## config.mk

```make
export PLATFORM = sky130hd
export DESIGN_NAME = lsu
export DESIGN_NICKNAME = d
export VERILOG_FILES = /design/src/rtl/lsu.sv
export SDC_FILE = /design/constraint.sdc
export NUM_CORES = 1
export LEC_CHECK = 0
export ABC_CLOCK_PERIOD_IN_PS = 5800
export CORE_MARGIN = 4
export CORE_UTILIZATION = 48
export CTS_CLUSTER_DIAMETER = 100
export DETAILED_ROUTE_END_ITERATION = 8
export GPL_TIMING_DRIVEN = 0
export PLACE_DENSITY_LB_ADDON = 0.08
export SKIP_LAST_GASP = 1
export SYNTH_ARGS = -nofsm -noshare
export SYNTH_HDL_FRONTEND = slang
export SYNTH_SLANG_ARGS = --single-unit
```

## constraint.sdc

```tcl
create_clock -name clk_i -period 5.8 [get_ports clk_i]
set_input_delay 0.87 -clock clk_i [delete_from_list [all_inputs] [get_ports clk_i]]
set_output_delay 0.87 -clock clk_i [all_outputs]
set_load 0.01 [all_outputs]
```

## src/rtl/lsu.sv

```systemverilog
// RV32I load/store unit in front of a word-addressed data memory.
// Sub-word stores use read-modify-write; one-cycle done pulse on completion.
module lsu (
    input  logic        clk_i,
    input  logic        rst_i,
    input  logic        req_i,
    input  logic        we_i,
    input  logic [2:0]  funct3_i,
    input  logic [31:0] addr_i,
    input  logic [31:0] wdata_i,
    output logic        ready_o,
    output logic        done_o,
    output logic        err_o,
    output logic [31:0] load_data_o,
    output logic [31:0] dm_addr_o,
    output logic        dm_mem_write_o,
    output logic [31:0] dm_write_data_o,
    input  logic [31:0] dm_read_data_i
);

    typedef enum logic [2:0] {
        IDLE,
        READ,
        WRITE,
        RESP,
        ERR
    } state_e;

    state_e      state_q;
    logic        we_q;
    logic [2:0]  f3_q;
    logic [31:0] addr_q;
    logic [31:0] wdata_q;
    logic [31:0] rdata_q;
    logic [31:0] load_data_q;

    logic        legal;
    logic        misal;
    logic [7:0]  byte_v;
    logic [15:0] half_v;
    logic [31:0] load_ext;
    logic [31:0] merged;

    always_comb begin
        legal = 1'b0;
        misal = 1'b0;
        case (funct3_i)
            3'b000: legal = 1'b1;
            3'b001: begin
                legal = 1'b1;
                misal = addr_i[0];
            end
            3'b010: begin
                legal = 1'b1;
                misal = |addr_i[1:0];
            end
            3'b100: legal = ~we_i;
            3'b101: begin
                legal = ~we_i;
                misal = addr_i[0];
            end
            default: legal = 1'b0;
        endcase
    end

    always_comb begin
        byte_v = dm_read_data_i[{addr_q[1:0], 3'b000} +: 8];
        half_v = addr_q[1] ? dm_read_data_i[31:16] : dm_read_data_i[15:0];
        case (f3_q)
            3'b000:  load_ext = {{24{byte_v[7]}}, byte_v};
            3'b001:  load_ext = {{16{half_v[15]}}, half_v};
            3'b100:  load_ext = {24'b0, byte_v};
            3'b101:  load_ext = {16'b0, half_v};
            default: load_ext = dm_read_data_i;
        endcase
    end

    // Merge the store data into the word captured during READ.
    always_comb begin
        merged = rdata_q;
        case (f3_q)
            3'b000:  merged[{addr_q[1:0], 3'b000} +: 8] = wdata_q[7:0];
            3'b001:  merged[{addr_q[1], 4'b0000} +: 16] = wdata_q[15:0];
            default: merged = wdata_q;
        endcase
    end

    always_ff @(posedge clk_i or posedge rst_i) begin
        if (rst_i) begin
            state_q     <= IDLE;
            we_q        <= 1'b0;
            f3_q        <= 3'b000;
            addr_q      <= 32'b0;
            wdata_q     <= 32'b0;
            rdata_q     <= 32'b0;
            load_data_q <= 32'b0;
        end else begin
            case (state_q)
                IDLE: begin
                    if (req_i) begin
                        we_q    <= we_i;
                        f3_q    <= funct3_i;
                        addr_q  <= addr_i;
                        wdata_q <= wdata_i;
                        if (!legal || misal)
                            state_q <= ERR;
                        else if (we_i && funct3_i == 3'b010)
                            state_q <= WRITE;
                        else
                            state_q <= READ;
                    end
                end
                READ: begin
                    rdata_q <= dm_read_data_i;
                    if (!we_q) begin
                        load_data_q <= load_ext;
                        state_q     <= RESP;
                    end else begin
                        state_q <= WRITE;
                    end
                end
                WRITE:   state_q <= RESP;
                RESP:    state_q <= IDLE;
                ERR:     state_q <= IDLE;
                default: state_q <= IDLE;
            endcase
        end
    end

    assign ready_o         = (state_q == IDLE);
    assign done_o          = (state_q == RESP) || (state_q == ERR);
    assign err_o           = (state_q == ERR);
    assign load_data_o     = load_data_q;
    assign dm_addr_o       = {addr_q[31:2], 2'b00};
    assign dm_mem_write_o  = (state_q == WRITE);
    assign dm_write_data_o = merged;

endmodule
```

==> flow_metrics.py <==
metrics = {
    "clocking": {
        "cts-htree-levels": 4,
        "clock_latency_ns": 0.43,
        "post-cts-setup-buffers": 0,
        "clk_transition_reported_paths_ns": 0.06,
        "tritoncts.num_buffers": 17,
        "clock_tree.root_cell": "clkbuf_16",
        "cts_hold_buf": 0,
        "count_of_instances_resized_after_the_clock_tree_is_built": 0,
        "cts_sinks": 135,
        "tritoncts_clock_tree": "yes",
        "cts.path.max_buffers": 2,
    },
    "synthesis": {
        "syn-mean-instance-area_um2": 10.8,
        "synthesis.instances": 653,
        "netlist-cell-type-count": 51,
        "postSynth.topFlopCell": "dfrtp_1",
        "synth_seq_cells": 135,
        "synthDominantAreaCellType": "dfrtp_1",
        "ys_top_cells_by_area": "dfrtp_1 (48%), mux2_2 (16%), buf_4 (3.5%)",
        "async_flop_share_pct": 100,
        "yosys_warnings": 0,
        "synth_sequential_area_ratio_pct": 48.0,
        "syn-cell-area_mm2": 0.00703,
        "synth_enable_flop_cells": 0,
        "yosys.area.top_type_share_pct": 48.0,
    },
    "sta": {
        "grt_setup_unrepaired": "no",
        "fmaxAchievable_mhz": 208,
        "finalHoldWorstSlack_ns": 0.482,
        "max-slew-margin-rel_pct": 9.19,
        "timing.final.crit_share_pct": 82.9,
        "final_period_minus_worst_setup_slack_ns": 4.81,
        "setup_viol": 0,
        "transition_at_the_pin_with_the_smallest_max_transition_slack_ns": 1.35,
        "timing.final.max_slew_violations": 0,
        "setup_ws_ns": 0.989,
        "timing_hold_violations_final": 0,
        "clock_skew_ns": 0.00655,
    },
    "drt": {
        "route.antenna.remaining_nets": 0,
        "number_of_drc_markers_in_iteration_0": 477,
        "routed_wirelength_um": 22500,
        "routedWlPerCell_um": 21.1,
        "first_pass_iters": 5,
        "drc": 0,
        "dr_total_vias": 6217,
        "vias_per_cell": 5.83,
    },
    "critical_path": {
        "timing.rr.start": "f3_q[0]",
        "r2r-end": "load_data_o[9]",
        "crit_path_start_kind": "flop",
        "timing_worst_setup_path_type": "reg -> out",
        "cp_data_arrival_time_ns": 3.94,
        "rrSetupSlack_ns": 3.35,
        "worstPathRequired_ns": 4.93,
        "setup.worst_path.end_class": "output port",
        "worst_r2r_path_depth": 6,
        "crit_fanout": 12,
    },
    "floorplanning": {
        "floorplan.die.height_um": 129,
        "die_area_mm2": 0.0167,
        "floorplan.initialDensity_pct": 49.9,
        "boundaryPins": 203,
        "fp.coreArea_mm2": 0.0141,
        "die_x_um": 129,
        "floorplan.rows": 43,
    },
    "hold_path": {
        "worstHoldEndpoint": "load_data_o[1]",
        "launch_point_of_the_worst_hold_path": "load_data_o[1]",
        "hold_depth": 2,
        "min-delay-path-class": "reg -> reg",
    },
    "pwr": {
        "cellLeakagePower_uw": 0.00408,
        "total_power_uw": 6430,
        "powerDensity_mw_per_mm2": 648,
        "max-vdd-ir-drop_uv": 376,
    },
    "placement": {
        "place_ws_ns": 1.55,
        "place.gp.congestion": 0.869,
        "dp_hpwl_um": 16700,
        "port_buffers": 200,
        "dpl.cell_count": 1035,
    },
    "grt": {
        "globalRouteTotalUtil_pct": 27.2,
        "antenna_found_initial": 0,
        "grt.overflow.total": 0,
        "grt_start_max_net_pins": 74,
        "global_route_wire_length_before_repair_um": 34700,
        "first_global_vias": 6322,
    },
    "finish": {
        "diodes": 0,
        "number_of_nets_in_the_final_layout": 982,
        "post_route_cells_drive_above_1_share_pct": 21.2,
        "final_cell_mix": "clkdlybuf4s50_1 (200), dfrtp_1 (135), mux2_2 (102)",
        "final_instance_count_excl_fillers": 1067,
        "layout-area-overhead-vs-synth_pct": 41.1,
        "layout_commonest_cell": "clkdlybuf4s50_1",
        "filler_cell_count": 1069,
        "post-route-util_pct": 70.4,
    },
    "flow_run": {
        "drv_cap": 0,
    },
    "run_status": {
        "outcome": "completed",
    },
}
==> flip-flops by register name, indices dropped and copies added (netlist names) <==
name         cells
addr_q          32
load_data_o     32
rdata_q         32
wdata_q         32
f3_q             3
state_q          3
we_q             1
==> stage by stage <==
stage	TNS [ns]	cell area, µm²
final	0	9930
after global routing	0	9930
after CTS	0	9930
after detailed placement	0	9300
after global placement	-54.92	9260
after floorplan	0	7040
==> layout make-up <==
| cell class | instances | area [µm²] | share of cell area [%] |
|---|---|---|---|
| sequential | 135 | 3380 | 34.0 |
| multi-input combinational | 431 | 3180 | 32.0 |
| timing repair buffer | 201 | 2030 | 20.4 |
| clock buffer | 26 | 519 | 5.23 |
| buffer | 80 | 449 | 4.52 |
| tap | 180 | 225 | 2.27 |
| clock inverter | 6 | 111 | 1.12 |
| inverter | 8 | 35.0 | 0.353 |
==> critical path, cell delays in order (launching register included) <==
cell	delay [ns]
dfrtp_1	0.46
inv_1	0.10
clkbuf_1	0.47
ha_1	0.39
nor4_1	1.09
a221o_1	0.32
a22o_1	0.13
clkdlybuf4s50_1	0.54
==> logic make-up (layout without fill, tap and decap cells) <==
| logic type | after synthesis | count (layout) | share of synthesized area (%) |
|---|---|---|---|
| and+or+nand+nor | 147 | 147 | 10.2 |
| other | 1 | 2 | 0.0533 |
| buffers and inverters | 88 | 321 | 6.81 |
| DFF | 135 | 135 | 48.0 |
| muxes | 115 | 115 | 18.2 |
| adders and majority gates | 5 | 5 | 0.890 |
| AOI/OAI and AO/OA | 162 | 162 | 15.8 |
==> power breakdown <==
group          switching [µW]  internal (µW)
combinational            1610           1860
sequential                386           1430
clock                     403            745
==> routing by layer <==
metal	vias to the layer above	global-route usage [%]	share of wire, %
met4	0	10.4	3.0
met2	308	42.4	47
li1	2778	-	-
met3	45	8.82	8.9
met1	3086	35.6	41
met5	-	0	0
==> synthesized netlist by cell type (2+ instances only) <==
library cell,count
a221o_1,17
buf_1,3
clkbuf_1,29
a311o_1,2
nand2_1,58
o21a_1,4
a211oi_1,7
nand3_1,2
and2_0,9
o31ai_1,2
mux2_2,102
mux2i_1,13
inv_1,7
ha_1,5
dfrtp_1,135
or3_1,3
a32o_1,2
a21oi_1,35
or3b_2,2
nor2b_1,11
a21o_1,8
and3_1,2
nor4_1,2
buf_4,33
a22o_1,8
o22ai_1,14
nor3_1,7
a311oi_1,9
nand2b_1,5
a22oi_1,15
nor2_1,36
buf_2,14
nor3b_1,2
o21ai_0,33
==> worst max-delay path by stage <==
stage	to	startpoint	slack (ns)
after floorplan	addr_q[0]	rst_i	1.32
after global placement	addr_q[4]	rst_i	-0.41
after detailed placement	dm_write_data_o[6]	addr_q[1]	1.55
after CTS	dm_write_data_o[6]	addr_q[1]	1.09
after global routing	dm_write_data_o[27]	addr_q[1]	0.78
final	dm_write_data_o[27]	addr_q[1]	0.99
Power figures use the tool's default switching activity.
